[src/rtl/pspi_pkg.sv]
// Shared PSPI definitions: receiver state encoding, default link geometry
// and the parity helper also used by the master's frame generator.
package pspi_pkg;

    localparam int DEF_FRAME_W     = 8;
    localparam int DEF_SYNC_STAGES = 2;

    typedef enum logic [1:0] {
        IDLE  = 2'd0,
        SHIFT = 2'd1,
        CHECK = 2'd2
    } state_t;

    // XOR-reduction of the payload; zero-extended inputs leave the result unchanged.
    function automatic logic parity_of(input logic [31:0] value);
        return ^value;
    endfunction

endpackage

[src/rtl/pspi_sync.sv]
// STAGES-deep single-bit synchroniser with a selectable reset level, used to
// bring each asynchronous PSPI link pin into the slave clock domain.
module pspi_sync #(
    parameter int   STAGES    = 2,
    parameter logic RESET_VAL = 1'b0
) (
    input  logic clk,
    input  logic rst_n,
    input  logic d,
    output logic q
);

    logic [STAGES-1:0] sync_d;
    logic [STAGES-1:0] sync_q;

    always_comb begin
        sync_d = {sync_q[STAGES-2:0], d};
    end

    always_ff @(posedge clk or negedge rst_n) begin
        if (!rst_n) begin
            sync_q <= {STAGES{RESET_VAL}};
        end else begin
            sync_q <= sync_d;
        end
    end

    assign q = sync_q[STAGES-1];

endmodule

[src/rtl/pspi_slave_rx.sv]
// PSPI slave receive path: deserialises MSB-first frames, checks/strips the
// even-parity LSB. Optional error counter enabled by PSPI_RX_ERR_CNT_EN.
module pspi_slave_rx
    import pspi_pkg::*;
#(
    parameter int FRAME_W     = DEF_FRAME_W,
    parameter int SYNC_STAGES = DEF_SYNC_STAGES
) (
    input  logic               clk,
    input  logic               rst_n,
    input  logic               en,
    input  logic               sclk,
    input  logic               ss_n,
    input  logic               mosi,
    output logic [FRAME_W-1:0] rx_data,
    output logic               rx_valid,
    output logic               parity_err,
    output logic               frame_abort,
    output logic               busy
`ifdef PSPI_RX_ERR_CNT_EN
   ,output logic [7:0]         err_cnt
`endif
);

    localparam int CNT_W = $clog2(FRAME_W + 1);
    localparam logic [CNT_W-1:0] LAST_BIT = CNT_W'(FRAME_W - 1);

    logic sclk_s;
    logic ss_s;
    logic mosi_s;
    logic sclk_rise;

    state_t             state_d,       state_q;
    logic [CNT_W-1:0]   cnt_d,         cnt_q;
    logic [FRAME_W-1:0] shreg_d,       shreg_q;
    logic [FRAME_W-1:0] rx_data_d,     rx_data_q;
    logic               rx_valid_d,    rx_valid_q;
    logic               parity_err_d,  parity_err_q;
    logic               frame_abort_d, frame_abort_q;
    logic               sclk_d,        sclk_q;

    pspi_sync #(.STAGES(SYNC_STAGES), .RESET_VAL(1'b1)) u_sync_sclk (
        .clk   (clk),
        .rst_n (rst_n),
        .d     (sclk),
        .q     (sclk_s)
    );

    pspi_sync #(.STAGES(SYNC_STAGES), .RESET_VAL(1'b1)) u_sync_ss (
        .clk   (clk),
        .rst_n (rst_n),
        .d     (ss_n),
        .q     (ss_s)
    );

    pspi_sync #(.STAGES(SYNC_STAGES), .RESET_VAL(1'b0)) u_sync_mosi (
        .clk   (clk),
        .rst_n (rst_n),
        .d     (mosi),
        .q     (mosi_s)
    );

    assign sclk_d    = sclk_s;
    assign sclk_rise = sclk_s & ~sclk_q;

    always_comb begin
        state_d       = state_q;
        cnt_d         = cnt_q;
        shreg_d       = shreg_q;
        rx_data_d     = rx_data_q;
        parity_err_d  = parity_err_q;
        rx_valid_d    = 1'b0;
        frame_abort_d = 1'b0;
        case (state_q)
            IDLE: begin
                cnt_d = '0;
                if (!ss_s) begin
                    state_d = SHIFT;
                end
            end
            SHIFT: begin
                // The final edge wins over a simultaneous deselect so the frame completes.
                if (sclk_rise && (cnt_q == LAST_BIT || !ss_s)) begin
                    shreg_d = {shreg_q[FRAME_W-2:0], mosi_s};
                    cnt_d   = cnt_q + 1'b1;
                    if (cnt_q == LAST_BIT) begin
                        state_d = CHECK;
                    end
                end else if (ss_s) begin
                    frame_abort_d = (cnt_q != '0);
                    cnt_d         = '0;
                    state_d       = IDLE;
                end
            end
            CHECK: begin
                cnt_d      = '0;
                rx_valid_d = 1'b1;
                if (en) begin
                    rx_data_d    = {1'b0, shreg_q[FRAME_W-1:1]};
                    parity_err_d = shreg_q[0] ^ parity_of(32'(shreg_q[FRAME_W-1:1]));
                end else begin
                    rx_data_d    = shreg_q;
                    parity_err_d = 1'b0;
                end
                state_d = ss_s ? IDLE : SHIFT;
            end
            default: begin
                state_d = IDLE;
                cnt_d   = '0;
            end
        endcase
    end

    always_ff @(posedge clk or negedge rst_n) begin
        if (!rst_n) begin
            state_q       <= IDLE;
            cnt_q         <= '0;
            shreg_q       <= '0;
            rx_data_q     <= '0;
            rx_valid_q    <= 1'b0;
            parity_err_q  <= 1'b0;
            frame_abort_q <= 1'b0;
            sclk_q        <= 1'b1;
        end else begin
            state_q       <= state_d;
            cnt_q         <= cnt_d;
            shreg_q       <= shreg_d;
            rx_data_q     <= rx_data_d;
            rx_valid_q    <= rx_valid_d;
            parity_err_q  <= parity_err_d;
            frame_abort_q <= frame_abort_d;
            sclk_q        <= sclk_d;
        end
    end

`ifdef PSPI_RX_ERR_CNT_EN
    logic [7:0] err_cnt_d, err_cnt_q;

    // Counts parity failures and aborted frames, saturating rather than wrapping.
    always_comb begin
        err_cnt_d = err_cnt_q;
        if (((state_q == CHECK) && parity_err_d) || frame_abort_d) begin
            if (err_cnt_q != 8'hFF) begin
                err_cnt_d = err_cnt_q + 8'd1;
            end
        end
    end

    always_ff @(posedge clk or negedge rst_n) begin
        if (!rst_n) begin
            err_cnt_q <= 8'd0;
        end else begin
            err_cnt_q <= err_cnt_d;
        end
    end

    assign err_cnt = err_cnt_q;
`endif

    assign rx_data     = rx_data_q;
    assign rx_valid    = rx_valid_q;
    assign parity_err  = parity_err_q;
    assign frame_abort = frame_abort_q;
    assign busy        = (state_q == SHIFT) || (state_q == CHECK);

endmodule

[config.mk]
export PLATFORM = sky130hd
export DESIGN_NAME = pspi_slave_rx
export DESIGN_NICKNAME = d
export VERILOG_FILES = /design/src/rtl/pspi_pkg.sv /design/src/rtl/pspi_sync.sv /design/src/rtl/pspi_slave_rx.sv
export SDC_FILE = /design/constraint.sdc
export NUM_CORES = 1
export LEC_CHECK = 0
export CORE_ASPECT_RATIO = 0.8
export CORE_MARGIN = 2
export CORE_UTILIZATION = 30
export CTS_CLUSTER_DIAMETER = 40
export DETAILED_ROUTE_END_ITERATION = 16
export GPL_TIMING_DRIVEN = 0
export HOLD_SLACK_MARGIN = 0.03
export PLACE_DENSITY = 0.5
export SYNTH_ARGS = -nofsm -noshare
export SYNTH_HDL_FRONTEND = slang
export SYNTH_SLANG_ARGS = --single-unit
[constraint.sdc]
create_clock -name clk -period 2.85 [get_ports clk]
set_clock_uncertainty 0.05 [all_clocks]
set_input_delay 0.57 -clock clk [delete_from_list [all_inputs] [get_ports clk]]
set_output_delay 0.57 -clock clk [all_outputs]
set_load 0.1 [all_outputs]
==> flow_summary.json <==
{
  "async_flop_share_pct": 100.0,
  "cts_root_buf": "clkbuf_8",
  "place_congestion": 0.7369,
  "via_count": 908,
  "cts.sinks": 32,
  "worst_setup_path_start_kind": "register",
  "syn_nets": 132,
  "final-hold-violation-count": 0,
  "pin_count": 18,
  "synth_top_area_share_pct": 46.11,
  "max_cap_violations": 0,
  "cp_top_family": "buffers and inverters",
  "cts_hold_buf": 0,
  "drive_gt1_share_pct": 18.75,
  "cts_max_level": 2,
  "grt_usage_pct": 11.58,
  "p_leak_nw": 0.7979,
  "layout_min_cycle_time_ps": 2430,
  "cts_buffers": 5,
  "cp_cell_sequence": "inv_1 > ha_1 > dlymetal6s2s_1",
  "critPathArrivalTime_ps": 1810,
  "setup_violations": 0,
  "crit_type": "register to output pin",
  "critPathMaxStageDelay_ps": 730,
  "grt_max_degree": 33,
  "critical_path_required_ps": 2230,
  "netlist_instances": 120,
  "slew_violations": 0,
  "clk_latency_ps": 280,
  "finalCritPeriodShare_pct": 85.26,
  "tns_ps": 0,
  "ys_ff_latch": 32,
  "area_delta_synth_final_pct": 22.20,
  "worst_pin_slew_ps": 972.9,
  "ys_seq_area_share_pct": 55.08,
  "num_rows": 22,
  "die_width_um": 82.14,
  "rsz0062_at_grt": "false",
  "grt_pass1_vias": 971,
  "syn_area_per_cell_um2": 12.21,
  "final_core_util_pct": 38.49,
  "fmax_mhz": 411.5,
  "synthDistinctLibCells": 30,
  "cp_max_fo": 4,
  "vias_per_cell": 4.451,
  "synth_largest_area_cell": "dfrtp_1",
  "r2r-end": "rx_data[7]$_DFFE_PN0N_",
  "synth.top_cells.by_area": "dfrtp_1 46%, dfstp_2 9.0%, mux2_4 8.2%",
  "critPathBufInv": 2,
  "grt_overflow": 0,
  "dieHeight_um": 66.51,
  "drt_iter0_drc": 34,
  "yosysMostFrequentCell": "dfrtp_1",
  "synth_edf_count": 0,
  "min_path_type": "input pin to async pin",
  "critPathSlowestCell": "dlymetal6s2s_1",
  "synthFlopType": "dfrtp_1",
  "drc": 0,
  "detail_route.first_pass.iterations": 4,
  "core_area_um2": 4652,
  "die_area_um2": 5462,
  "synth_warnings": 0,
  "cts_tree": "built",
  "end_kind": "output pin",
  "path_clk_slew_ps": 70,
  "maxSlewHeadroom_pct": 34.93,
  "status": "complete, no violations",
  "ir_worst_vdd_v": 0.0002511,
  "n_antenna_cell": 0,
  "layout.nets": 155,
  "worstRegToRegCells": 5,
  "grt_pass1_wl_mm": 4.595,
  "reg2reg_setup_slack_ps": 990,
  "antenna_found_initial": 0,
  "portBuffers": 16,
  "reg2reg_from": "state_q[0]$_DFFE_PN0P_",
  "avgRoutedWirePerCell_um": 12.73,
  "synth_common_cells": "27 x dfrtp_1, 12 x nor2_1, 8 x a21oi_1, 8 x mux2_4",
  "cts_max_path_buffers": 2,
  "hpwl_mm": 1.803,
  "syn-cell-area_um2": 1465,
  "power.density_nw_per_um2": 754.7,
  "wl_mm": 2.597,
  "ant_nets": 0,
  "start_util_pct": 31.50
}
through the flow:
step,cell area [µm²],setup WS (ps),total power [mW],cells,hold slack (ps)
after floorplan,1465,957.0,0.9227,120,224.4
final,1790,420.1,1.351,204,289.9
after CTS,1788,10.00,1.373,204,303.3
after detailed placement,1695,322.6,1.010,196,287.1
after global placement,1700,355.3,0.9985,196,283.0
after global routing,1790,356.9,1.442,204,306.0
layer usage:
| metal | vias to the layer above | wire, µm | global-route usage (%) |
|---|---|---|---|
| met5 | - | 0 | 0 |
| met4 | 0 | 36 | 5.000 |
| met3 | 4 | 129 | 4.472 |
| met2 | 19 | 1107 | 16.97 |
| met1 | 437 | 1324 | 15.12 |
| li1 | 448 | - | - |
timing repair:
action | 4_1_cts | 5_1_grt
setup endpoints to repair | 0 | 1
endpoints found under the hold margin | 0 | 0
gates resized for setup | 0 | 1
buffers inserted | 0 | 0
cell usage in the layout (no fill, tap or decap), drive strengths merged, types with 4 or more instances in the layout:
cell and count:
ha 6, xnor2 5, clkdlybuf4s50 14, dfstp 5, dfrtp 27, nand2 6
nor2 12, mux2i 7, buf 4, clkbuf 7, a21oi 9, inv 7
mux2 9
how the worst max path moves through the flow:
stage / from / to / slack, ps / depth (start not counted)
after CTS: state_q[1]$_DFFE_PN0P_ / busy / 10 / 3
after detailed placement: state_q[1]$_DFFE_PN0P_ / busy / 320 / 3
after global placement: state_q[0]$_DFFE_PN0P_ / busy / 360 / 3
after floorplan: state_q[1]$_DFFE_PN0P_ / busy / 960 / 2
final: state_q[1]$_DFFE_PN0P_ / busy / 420 / 3
after global routing: state_q[1]$_DFFE_PN0P_ / busy / 360 / 3
kinds of logic (layout without fill, tap and decap cells):
family                     after synthesis  in the layout  share of synthesized area, %
AOI/OAI and AO/OA                       19             19                         8.113
muxes                                   16             16                         13.75
adders and majority gates                6              6                         5.124
and+or+nand+nor                         28             28                         9.138
buffers and inverters                   11             35                         4.013
DFF                                     32             32                         55.08
xor gates and xnor gates                 8              8                         4.782
flip-flops by register name, summed over array words and instances (netlist names):
signal / cells
parity_err: 1
state_q: 2
sclk_q: 1
u_sync_ss.sync_q: 2
cnt_q: 4
shreg_q: 8
u_sync_mosi.sync_q: 2
u_sync_sclk.sync_q: 2
frame_abort: 1
rx_valid: 1
rx_data: 8
area by class of cell:
type	count	area, µm²
clock buffer	6	82.58
fill	468	2861
timing repair buffer	16	157.7
buffer	4	32.53
multi-input combinational	77	599.3
tap	60	75.07
sequential	32	807.0
inverter	7	26.28
clock inverter	2	10.01
power breakdown:
part	leakage, nW	switching, mW	internal, mW
clock	0.0510	0.164	0.192
sequential	0.369	0.0726	0.514
combinational	0.378	0.199	0.209
(Power assumes the default switching activity.)
